File: src/rtl/xil_mem_dp_arb_pkg.sv
// Shared memory-port constants and lane parity helpers for xil_mem_dp_arb.
// The parity helpers are used only when XIL_MEM_ARB_PARITY_EN is defined.
package xil_mem_dp_arb_pkg;
   localparam int MEM_ADR_W  = 9;
   localparam int MEM_DATA_W = 36;
   localparam int MEM_LANES  = 4;
   localparam int MEM_LANE_W = 9;

   typedef logic [MEM_ADR_W-1:0]  mem_adr_t;
   typedef logic [MEM_DATA_W-1:0] mem_data_t;
   typedef logic [MEM_LANES-1:0]  mem_wen_t;

   // Replace the top bit of every 9-bit lane with even parity of its low 8 bits.
   function automatic mem_data_t set_lane_parity(input mem_data_t d);
      mem_data_t r;
      r = d;
      for (int i = 0; i < MEM_LANES; i++) begin
         r[i*MEM_LANE_W + MEM_LANE_W-1] = ^d[i*MEM_LANE_W +: MEM_LANE_W-1];
      end
      return r;
   endfunction

   // High when any lane's stored parity bit disagrees with its data bits.
   function automatic logic lane_parity_err(input mem_data_t d);
      logic e;
      e = 1'b0;
      for (int i = 0; i < MEM_LANES; i++) begin
         e = e | (d[i*MEM_LANE_W + MEM_LANE_W-1] ^ (^d[i*MEM_LANE_W +: MEM_LANE_W-1]));
      end
      return e;
   endfunction
endpackage

File: src/rtl/xil_mem_dp_arb_if.sv
// Requester-side bus of xil_mem_dp_arb.
// Handshake: i_req[k] is valid, o_req_gnt[k] is ready; a command transfers in the
// cycle both are high, and the requester holds i_req and its command stable until then.
// Read data returns on o_rd_valid/o_rd_data two cycles after the grant, with no back-pressure.
interface xil_mem_dp_arb_if #(parameter int NUM_REQ = 4);
   import xil_mem_dp_arb_pkg::*;

   logic [NUM_REQ-1:0]            i_req;
   logic [NUM_REQ-1:0]            i_req_lock;
   logic [MEM_LANES*NUM_REQ-1:0]  i_req_wen;
   logic [MEM_ADR_W*NUM_REQ-1:0]  i_req_adr;
   logic [MEM_DATA_W*NUM_REQ-1:0] i_req_wdata;
   logic [NUM_REQ-1:0]            o_req_gnt;
   logic [NUM_REQ-1:0]            o_rd_valid;
   logic [MEM_DATA_W-1:0]         o_rd_data;
   logic                          o_rd_perr;

   modport slave (
      input  i_req, i_req_lock, i_req_wen, i_req_adr, i_req_wdata,
      output o_req_gnt, o_rd_valid, o_rd_data, o_rd_perr
   );

   modport master (
      output i_req, i_req_lock, i_req_wen, i_req_adr, i_req_wdata,
      input  o_req_gnt, o_rd_valid, o_rd_data, o_rd_perr
   );
endinterface

File: src/rtl/xil_mem_arb_rr.sv
// Combinational round-robin picker: first asserted request at or after the pointer,
// wrapping modulo NUM_REQ. Returns one-hot grant, encoded index and an any-grant flag.
module xil_mem_arb_rr #(
   parameter int NUM_REQ = 4,
   parameter int IDX_W   = 2
) (
   input  logic [NUM_REQ-1:0] i_req,
   input  logic [IDX_W-1:0]   i_ptr,
   output logic [NUM_REQ-1:0] o_gnt,
   output logic [IDX_W-1:0]   o_idx,
   output logic               o_any
);
   int w_j;

   // Scan from the pointer position and take the first requester found.
   always_comb begin
      o_gnt = '0;
      o_idx = '0;
      o_any = 1'b0;
      w_j   = 0;
      for (int i = 0; i < NUM_REQ; i++) begin
         w_j = int'(i_ptr) + i;
         if (w_j >= NUM_REQ) begin
            w_j = w_j - NUM_REQ;
         end
         if (!o_any && i_req[w_j]) begin
            o_gnt[w_j] = 1'b1;
            o_idx      = IDX_W'(w_j);
            o_any      = 1'b1;
         end
      end
   end
endmodule

File: src/rtl/xil_mem_dp_arb.sv
// Round-robin arbiter sharing one port of a 512x36 dual-port block memory.
// Registers the winning command onto the memory port and returns read data two
// cycles after grant. Optional lane parity: define XIL_MEM_ARB_PARITY_EN.
module xil_mem_dp_arb
   import xil_mem_dp_arb_pkg::*;
#(
   parameter int NUM_REQ  = 4,
   parameter int MAX_LOCK = 8
) (
   input  logic              clk,
   input  logic              rst,
   xil_mem_dp_arb_if.slave   req_if,
   output logic              o_mem_en,
   output mem_wen_t          o_mem_wen,
   output mem_adr_t          o_mem_adr,
   output mem_data_t         o_mem_wdata,
   input  mem_data_t         i_mem_rdata
);
   localparam int IDX_W = (NUM_REQ > 1) ? $clog2(NUM_REQ) : 1;
   localparam int CNT_W = $clog2(MAX_LOCK) + 1;
   localparam logic [CNT_W-1:0] LOCK_LAST = CNT_W'(MAX_LOCK - 1);
   localparam logic [IDX_W-1:0] IDX_MAX   = IDX_W'(NUM_REQ - 1);

   logic [IDX_W-1:0]   r_ptr;
   logic [CNT_W-1:0]   r_lock_cnt;
   logic [NUM_REQ-1:0] r_tag1;
   logic [NUM_REQ-1:0] r_tag2;
   logic               r_mem_en;
   mem_wen_t           r_mem_wen;
   mem_adr_t           r_mem_adr;
   mem_data_t          r_mem_wdata;

   logic [NUM_REQ-1:0] w_pick_gnt;
   logic [IDX_W-1:0]   w_idx;
   logic               w_pick_any;
   logic               w_any;
   logic               w_lock;
   mem_wen_t           w_wen;
   mem_adr_t           w_adr;
   mem_data_t          w_raw;
   mem_data_t          w_wdata;
   logic               w_perr;

   xil_mem_arb_rr #(
      .NUM_REQ (NUM_REQ),
      .IDX_W   (IDX_W)
   ) u_rr (
      .i_req (req_if.i_req),
      .i_ptr (r_ptr),
      .o_gnt (w_pick_gnt),
      .o_idx (w_idx),
      .o_any (w_pick_any)
   );

   // No grant is ever issued while reset is held.
   assign req_if.o_req_gnt = rst ? '0 : w_pick_gnt;
   assign w_any  = w_pick_any & ~rst;
   assign w_lock = req_if.i_req_lock[w_idx];
   assign w_wen  = req_if.i_req_wen[w_idx*MEM_LANES +: MEM_LANES];
   assign w_adr  = req_if.i_req_adr[w_idx*MEM_ADR_W +: MEM_ADR_W];
   assign w_raw  = req_if.i_req_wdata[w_idx*MEM_DATA_W +: MEM_DATA_W];

`ifdef XIL_MEM_ARB_PARITY_EN
   assign w_wdata = set_lane_parity(w_raw);
   assign w_perr  = lane_parity_err(i_mem_rdata);
`else
   assign w_wdata = w_raw;
   assign w_perr  = 1'b0;
`endif

   // Register the winning command onto the memory port; idle cycles force enables low.
   always_ff @(posedge clk) begin
      if (rst) begin
         r_mem_en    <= 1'b0;
         r_mem_wen   <= '0;
         r_mem_adr   <= '0;
         r_mem_wdata <= '0;
      end else begin
         r_mem_en  <= w_any;
         r_mem_wen <= w_any ? w_wen : '0;
         if (w_any) begin
            r_mem_adr   <= w_adr;
            r_mem_wdata <= w_wdata;
         end
      end
   end

   // Two-stage read tag pipeline lined up with the memory's one-cycle read latency.
   always_ff @(posedge clk) begin
      if (rst) begin
         r_tag1 <= '0;
         r_tag2 <= '0;
      end else begin
         r_tag1 <= (w_any && (w_wen == '0)) ? w_pick_gnt : '0;
         r_tag2 <= r_tag1;
      end
   end

   // Priority pointer and lock counter: a locking winner keeps priority up to MAX_LOCK grants.
   always_ff @(posedge clk) begin
      if (rst) begin
         r_ptr      <= '0;
         r_lock_cnt <= '0;
      end else if (w_any) begin
         if (w_lock && (r_lock_cnt < LOCK_LAST)) begin
            r_ptr      <= w_idx;
            r_lock_cnt <= r_lock_cnt + 1'b1;
         end else begin
            r_ptr      <= (w_idx == IDX_MAX) ? '0 : w_idx + 1'b1;
            r_lock_cnt <= '0;
         end
      end else begin
         r_lock_cnt <= '0;
      end
   end

   assign o_mem_en          = r_mem_en;
   assign o_mem_wen         = r_mem_wen;
   assign o_mem_adr         = r_mem_adr;
   assign o_mem_wdata       = r_mem_wdata;
   assign req_if.o_rd_valid = r_tag2;
   assign req_if.o_rd_data  = i_mem_rdata;
   assign req_if.o_rd_perr  = (|r_tag2) & w_perr;
endmodule
File: src/flat_wrapper.sv
// flat-port wrapper written by rule: the top's interface ports become plain ports
module xil_mem_dp_arb_flat import xil_mem_dp_arb_pkg::*;
#(
   parameter int NUM_REQ  = 4,
   parameter int MAX_LOCK = 8
)
  (clk, rst, o_mem_en, o_mem_wen, o_mem_adr, o_mem_wdata, i_mem_rdata, req_if_i_req, req_if_i_req_lock, req_if_i_req_wen, req_if_i_req_adr, req_if_i_req_wdata, req_if_o_req_gnt, req_if_o_rd_valid, req_if_o_rd_data, req_if_o_rd_perr);
  xil_mem_dp_arb_if #(.NUM_REQ(NUM_REQ)) req_if_i ();
  input  logic clk;
  input  logic rst;
  output logic o_mem_en;
  output mem_wen_t o_mem_wen;
  output mem_adr_t o_mem_adr;
  output mem_data_t o_mem_wdata;
  input  mem_data_t i_mem_rdata;
  input wire logic [$bits(req_if_i.i_req)-1:0] req_if_i_req;
  input wire logic [$bits(req_if_i.i_req_lock)-1:0] req_if_i_req_lock;
  input wire logic [$bits(req_if_i.i_req_wen)-1:0] req_if_i_req_wen;
  input wire logic [$bits(req_if_i.i_req_adr)-1:0] req_if_i_req_adr;
  input wire logic [$bits(req_if_i.i_req_wdata)-1:0] req_if_i_req_wdata;
  output wire logic [$bits(req_if_i.o_req_gnt)-1:0] req_if_o_req_gnt;
  output wire logic [$bits(req_if_i.o_rd_valid)-1:0] req_if_o_rd_valid;
  output wire logic [$bits(req_if_i.o_rd_data)-1:0] req_if_o_rd_data;
  output wire logic [$bits(req_if_i.o_rd_perr)-1:0] req_if_o_rd_perr;
  assign req_if_i.i_req = req_if_i_req;
  assign req_if_i.i_req_lock = req_if_i_req_lock;
  assign req_if_i.i_req_wen = req_if_i_req_wen;
  assign req_if_i.i_req_adr = req_if_i_req_adr;
  assign req_if_i.i_req_wdata = req_if_i_req_wdata;
  assign req_if_o_req_gnt = req_if_i.o_req_gnt;
  assign req_if_o_rd_valid = req_if_i.o_rd_valid;
  assign req_if_o_rd_data = req_if_i.o_rd_data;
  assign req_if_o_rd_perr = req_if_i.o_rd_perr;
  xil_mem_dp_arb #(.NUM_REQ(NUM_REQ), .MAX_LOCK(MAX_LOCK)) u_core (.clk(clk), .rst(rst), .req_if(req_if_i), .o_mem_en(o_mem_en), .o_mem_wen(o_mem_wen), .o_mem_adr(o_mem_adr), .o_mem_wdata(o_mem_wdata), .i_mem_rdata(i_mem_rdata));
endmodule
File: config.mk
export PLATFORM = sky130hd
export DESIGN_NAME = xil_mem_dp_arb_flat
export DESIGN_NICKNAME = d
export VERILOG_FILES = /design/src/rtl/xil_mem_dp_arb_pkg.sv /design/src/rtl/xil_mem_dp_arb_if.sv /design/src/rtl/xil_mem_arb_rr.sv /design/src/rtl/xil_mem_dp_arb.sv /design/src/flat_wrapper.sv
export SDC_FILE = /design/constraint.sdc
export NUM_CORES = 1
export LEC_CHECK = 0
export ABC_CLOCK_PERIOD_IN_PS = 4000
export BUFFER_PORTS_ARGS = -buffer_cell sky130_fd_sc_hd__buf_2
export CORE_AREA = 4 4 130 132
export DETAILED_ROUTE_END_ITERATION = 10
export DIE_AREA = 0 0 134 136
export PLACE_DENSITY_LB_ADDON = 0.12
export REMOVE_ABC_BUFFERS = 1
export SLEW_MARGIN = 20
export SYNTH_ARGS = -nofsm -noshare
export SYNTH_HDL_FRONTEND = slang
export SYNTH_SLANG_ARGS = --single-unit
File: constraint.sdc
create_clock -name clk -period 4 [get_ports clk]
set_input_delay 0.6 -clock clk [delete_from_list [all_inputs] [get_ports clk]]
set_output_delay 0.6 -clock clk [all_outputs]
set_load 0.05 [all_outputs]
* Word level (Yosys, flattened, before mapping)
Cells that the tools add are included.
W data, S select, Z words.
** Word-level totals
- Register bits after elaboration :: 64
- Bits of input ports :: 242
** Operators by class
- Add/subtract/negate cells :: 9
- $mul :: 2
- $lt $le $gt $ge :: 14
- Equality and inequality tests :: 1
- Shifts and indexed selects :: 3
- Mux-type cells :: 41
- Bitwise logic cells :: 8
- Reduce and logical (&&, ||, !) cells :: 16
** Operators with widths (count)
- $shiftx A144 B9 Y36 :: 1
- $ge A32 B1 Y1 const B :: 4
- $lt A32 B4 Y1 const B :: 4
- $mux W32 :: 4
- $shiftx A36 B7 Y9 :: 1
- $mux W4 :: 5
- $mux W1 :: 17
- $shiftx A16 B5 Y4 :: 1
- $mul A2 B4 Y6 const B :: 2
- $mux W2 :: 6
- $or A4 B4 Y4 :: 3
- $sub A3 B3 Y4 const B :: 3
- $bmux W1 S2 :: 5
- $ge A3 B3 Y1 const B :: 3
- $logic_and A1 B1 Y1 :: 9
- $demux W1 S2 :: 4
- $add A2 B2 Y3 const B :: 2
- $add A4 B1 Y4 const B :: 1
- $logic_not A4 Y1 :: 1
- $lt A4 B3 Y1 const B :: 1
- $not A1 Y1 :: 4
- $reduce_or A2 Y1 :: 2
- $sub A2 B3 Y4 const B :: 1
- $add A2 B1 Y3 const B :: 1
- 7 further kinds :: 9

* Logic depth before layout (Yosys ltp)
- Depth in word-level cells :: 20
- Depth in mapped cells :: 16

* Modules after synthesis
A second synthesis with hierarchy kept.
** Second synthesis, totals
- Cells, all modules :: 363
- Area, all modules :: 4196.5 um^2
** Modules (own cells, without submodules)
- xil_mem_dp_arb :: times used 1, cells each 315, area an instance 3739.8 um^2, seq. area each 1281.2 um^2
- xil_mem_arb_rr :: times used 1, cells each 48, area an instance 456.7 um^2, seq. area each 0.0 um^2

* Worst setup path after synthesis
OpenSTA, ideal clock, no wires.
- Path type :: register -> output
- Start :: register u_core.r_ptr[0]
- End :: output req_if_o_req_gnt[0]
- Arrival time :: 2.936 ns
- Required time :: 3.400 ns
- Slack :: 0.464 ns
- Stages on the path, launching flop included :: 10
- Cell sequence :: dfxtp_1 -> buf_6 -> buf_12 -> inv_1 -> ha_1 -> mux4_2 -> nor2b_4 -> a22oi_1 -> o221a_2 -> nor2_1
** On the way
- Word-level cells in the longest chain between the ends :: 16
** Ends and longest elaborated chain
- from (decl) :: line xil_mem_dp_arb.sv:24 : logic [IDX_W-1:0] r_ptr;
- from (signal assigned) :: line xil_mem_dp_arb.sv:106 : r_ptr <= w_idx;
- from (signal assigned) :: line xil_mem_dp_arb.sv:109 : r_ptr <= (w_idx == IDX_MAX) ? '0 : w_idx + 1'b1;
- branches (longest 14 deep; another with $ge A32 B1 Y1)
- $mux W4 * :: line xil_mem_arb_rr.sv:26 : if (!o_any && i_req[w_j]) begin
- $mux W4 * :: line xil_mem_dp_arb.sv:56 : assign req_if.o_req_gnt = rst ? '0 : w_pick_gnt;
- to (decl) :: line flat_wrapper.sv:21 : output wire logic [$bits(req_if_i.o_req_gnt)-1:0] req_if_o_req_gnt;
Mark *: on every way between the ends. The select of a mux whose other input is x is not followed.

* Worst setup path in the final report
- Start :: register u_core.r_ptr[1]
- End :: register u_core.r_mem_adr[3], in the netlist u_core.o_mem_adr[3]
** On the way
- Word-level cells in the longest chain between the ends :: 17
** Ends and longest elaborated chain
- branches (longest 17 deep; another with $sub A3 B3 Y4)
- to (signal assigned) :: line xil_mem_dp_arb.sv:82 : r_mem_adr <= w_adr;
- to (decl) :: line xil_mem_dp_arb.sv:30 : mem_adr_t r_mem_adr;
Several ways; the timed one is not identified. The select of a mux whose other input is x is not followed.
A chain may end at the register's enable or synchronous reset.

==> impl_results.md <==
* Tot Pwr at 5.307 mW
* Grt met3 use at 8.216%
* M2 GR Usage at 28.72%
* GRT Total Usage at 18.24%
* Congestion Overflow GR at 0
* Antenna cells at 0
* Gate Count Post-Synth at 610
* PortBufs at 263
* Core ar. at 0.01571 sq mm
* Final Hold Viols at 0
* Critical-path top delay cell: a2bb2oi_4
* Filler Cell Count at 1702
* Reg-to-reg startpoint: u_core.r_ptr[1]$_SDFFE_PP0N_
* Boundary pin count at 337
* Clk slew on worst S/H paths at 0.05 ns
* Min Tclk post-route at 3.631 ns
* Detail Placement HPWL at 13640 um
* Final GP Congestion at 0.8673
* Final design utilization at 39.14%
* Fin nets at 1053
* Count of hold-fix buffers inserted at cts at 0
* Status: finished clean
* CTS sink cnt at 64
* Yosys warns at 0
* Pleak at 2.866 nW
* Starting DRT DRC Count at 216
* CP max stage delay at 0.84 ns
* Synth Register Bits at 64
* Initial Util at 31.29%
* Worst setup EP type: flip-flop
* Via count at 5115
* Met1 Use GR at 22.36%
* Final wirelength at 17990 um
* Crit path kind: reg -> reg
* Place WS at 0.3432 ns
* Worst path cell trace: inv_1 -> ha_1 -> mux4_2 -> nand2b_1 -> a2bb2oi_4 -> buf_4 -> a21oi_1 -> a32o_1 -> o21ai_1
* Global-route wire length before repair at 26410 um
* Most frequent cells in the layout: buf_2 (263), nand2_1 (153), dfxtp_1 (64)
* RSZ-0062 raised after global routing: no
* Avg WL per Cell at 17.58 um
* Die area at 0.01822 sq mm
* Worst-margin pin slew at 1.067 ns
* Layout cells sized above 1 at 40.52%
* Vias in the first global route at 4870
* Synthesized area per cell at 8.061 sq um
* Max Slew Vio Count at 0
* RR Endpoint: u_core.o_mem_adr[3]$_SDFFE_PP0N_
* Drc violations at 0
* Design area at 0.006150 sq mm
* Root Buffer: clkbuf_16
* Worst EP arrival at 3.88 ns
* Worst-Skew Late Latency at 0.32 ns
* Initial antenna violation count at 0
* Max Fanout on Critical Path at 53
* Syn Std Cell Area at 0.004917 sq mm
* Worst hold-check path type: reg -> reg
* Critical path endpoint: u_core.o_mem_adr[3]$_SDFFE_PP0N_
* Row count at 46
* Final worst slack at 0.3689 ns
* Leading cell type in the layout, fill and taps excluded: buf_2
* PwrDens at 862.9 mW/mm^2
* VDD IR max at 375.9 uV
* Pin count of the biggest net entering global routing at 60
* Vias per inst at 5.000
* CTS tree: built
* Fmax at 0.2754 GHz
* Cts repair resizes at 0
* Final setup vio count at 0
* Die X at 134 um
* GRT Max-Usage Layer: met2
* Dpl cells at 1007
* Post-synth EDFFs at 0
* Max-cap violations at 0
* Clock skew at 0.004160 ns
* Final cell count without fillers at 1023
* Crit. Startpoint: u_core.r_ptr[1]$_SDFFE_PP0N_
* Cell variety after synth at 53
* Drt pass-1 iters at 5
* Clock buffer count from CTS at 9
* Final Cycle Share at 90.78%
* Synth Flop Type: dfxtp_1
* Rel. slew slack at 28.90%
* Area delta synth->final at 25.06%
* Worst Path Required at 4.25 ns
* Setup Buffers After CTS at 0
* H-tree levels at 3
* CTS max path bufs at 2
* FF-to-FF setup slack at 0.37 ns
* Seq/Total Area, Yosys at 26.06%
* R2R cell count at 9
* ANT nets after route at 0
* Placement Cell Area at 0.005882 sq mm
* Startpoint Class: flip-flop
* Die Y at 136 um
* Fraction of registers with async set/reset at 0%
## routing by layer
layer  wire length, um  vias up
met5                46        -
met4               215        2
met3              2009       15
met2              8114      257
met1              7603     2317
li1                  -     2524
## final cells by class
class / instances / area, sq um / area share [%]
multi-input cells: 443 / 2882 / 46.86
flip-flops and latches: 64 / 1281 / 20.83
clock buffers: 13 / 250.2 / 4.069
clock inverters: 3 / 17.52 / 0.2848
well taps: 216 / 270.3 / 4.395
repair buffers: 274 / 1411 / 22.95
inverters: 10 / 37.54 / 0.6104
## power breakdown
part / leakage (nW) / switching [mW] / internal, mW / total [mW]
Sequential: 0.530 / 0.107 / 0.869 / 0.976
Clock: 0.130 / 0.272 / 0.434 / 0.706
Combinational: 2.21 / 2.37 / 1.26 / 3.62
Total: 2.87 / 2.75 / 2.56 / 5.31
## synth_stat cells (4+ instances only)
cell	n	area share [%]
nor2b_1	4	0.51
inv_1	9	0.69
buf_12	8	3.3
a22oi_1	4	0.61
nor3_2	7	1.4
nand2_1	153	12
o221a_2	4	0.92
nor2_1	12	0.92
dfxtp_1	64	26
mux4_2	4	1.8
buf_6	9	2.1
and3_1	5	0.64
buf_2	15	1.5
ha_1	9	2.3
mux2i_1	8	1.6
a21oi_1	50	5.1
a32o_1	45	9.2
buf_4	40	6.1
clkbuf_1	18	1.4
o21ai_1	43	4.4
nor4_1	6	0.76
a211oi_2	5	1.3
nand3b_1	47	7.2
## worst min path at each step
stage / from / endpoint / slack (ns) / depth (start not counted)
after global placement: u_core.r_tag1[3]$_SDFF_PP0_ / u_core.req_if.o_rd_valid[3]$_SDFF_PP0_ / 0.42 / 1
final: u_core.r_tag1[0]$_SDFF_PP0_ / u_core.req_if.o_rd_valid[0]$_SDFF_PP0_ / 0.43 / 1
after floorplan: u_core.r_tag1[0]$_SDFF_PP0_ / u_core.req_if.o_rd_valid[0]$_SDFF_PP0_ / 0.41 / 1
after global routing: u_core.r_tag1[2]$_SDFF_PP0_ / u_core.req_if.o_rd_valid[2]$_SDFF_PP0_ / 0.46 / 1
after CTS: u_core.r_tag1[1]$_SDFF_PP0_ / u_core.req_if.o_rd_valid[1]$_SDFF_PP0_ / 0.44 / 1
after detailed placement: u_core.r_tag1[1]$_SDFF_PP0_ / u_core.req_if.o_rd_valid[1]$_SDFF_PP0_ / 0.43 / 1
## flip-flops by register name (all words and copies together), names as in the netlist
| signal | cells |
|---|---|
| u_core.o_mem_adr | 9 |
| u_core.o_mem_en | 1 |
| u_core.o_mem_wdata | 36 |
| u_core.o_mem_wen | 4 |
| u_core.r_lock_cnt | 4 |
| u_core.r_ptr | 2 |
| u_core.r_tag1 | 4 |
| u_core.req_if.o_rd_valid | 4 |
## logic make-up (layout without fill, tap and decap cells)
kind of cell,Yosys count,in the layout,synth area share (%)
and+or+nand+nor,249,249,26.13
AOI/OAI and AO/OA,169,169,25.67
buffers and inverters,103,300,15.47
DFF,64,64,26.06
muxes,15,15,4.300
adders and majority gates,9,9,2.290
other,1,1,0.07626
## through the flow
step / TNS, ns / hold WS (ns)
final: 0 / 0.4341
after global routing: 0 / 0.4614
after CTS: 0 / 0.4403
after detailed placement: 0 / 0.4273
after global placement: 0 / 0.4221
after floorplan: -125.56 / 0.4138
## worst max-delay path: cells and delay by family, from the launching register on
kind,cells,cell delay [ns]
muxes,1,0.59
AOI/OAI and AO/OA,4,1.29
and+or+nand+nor,1,0.28
buffers and inverters,2,0.69
adders and majority gates,1,0.33
DFF,1,0.32
Power figures use the tool's default switching activity.
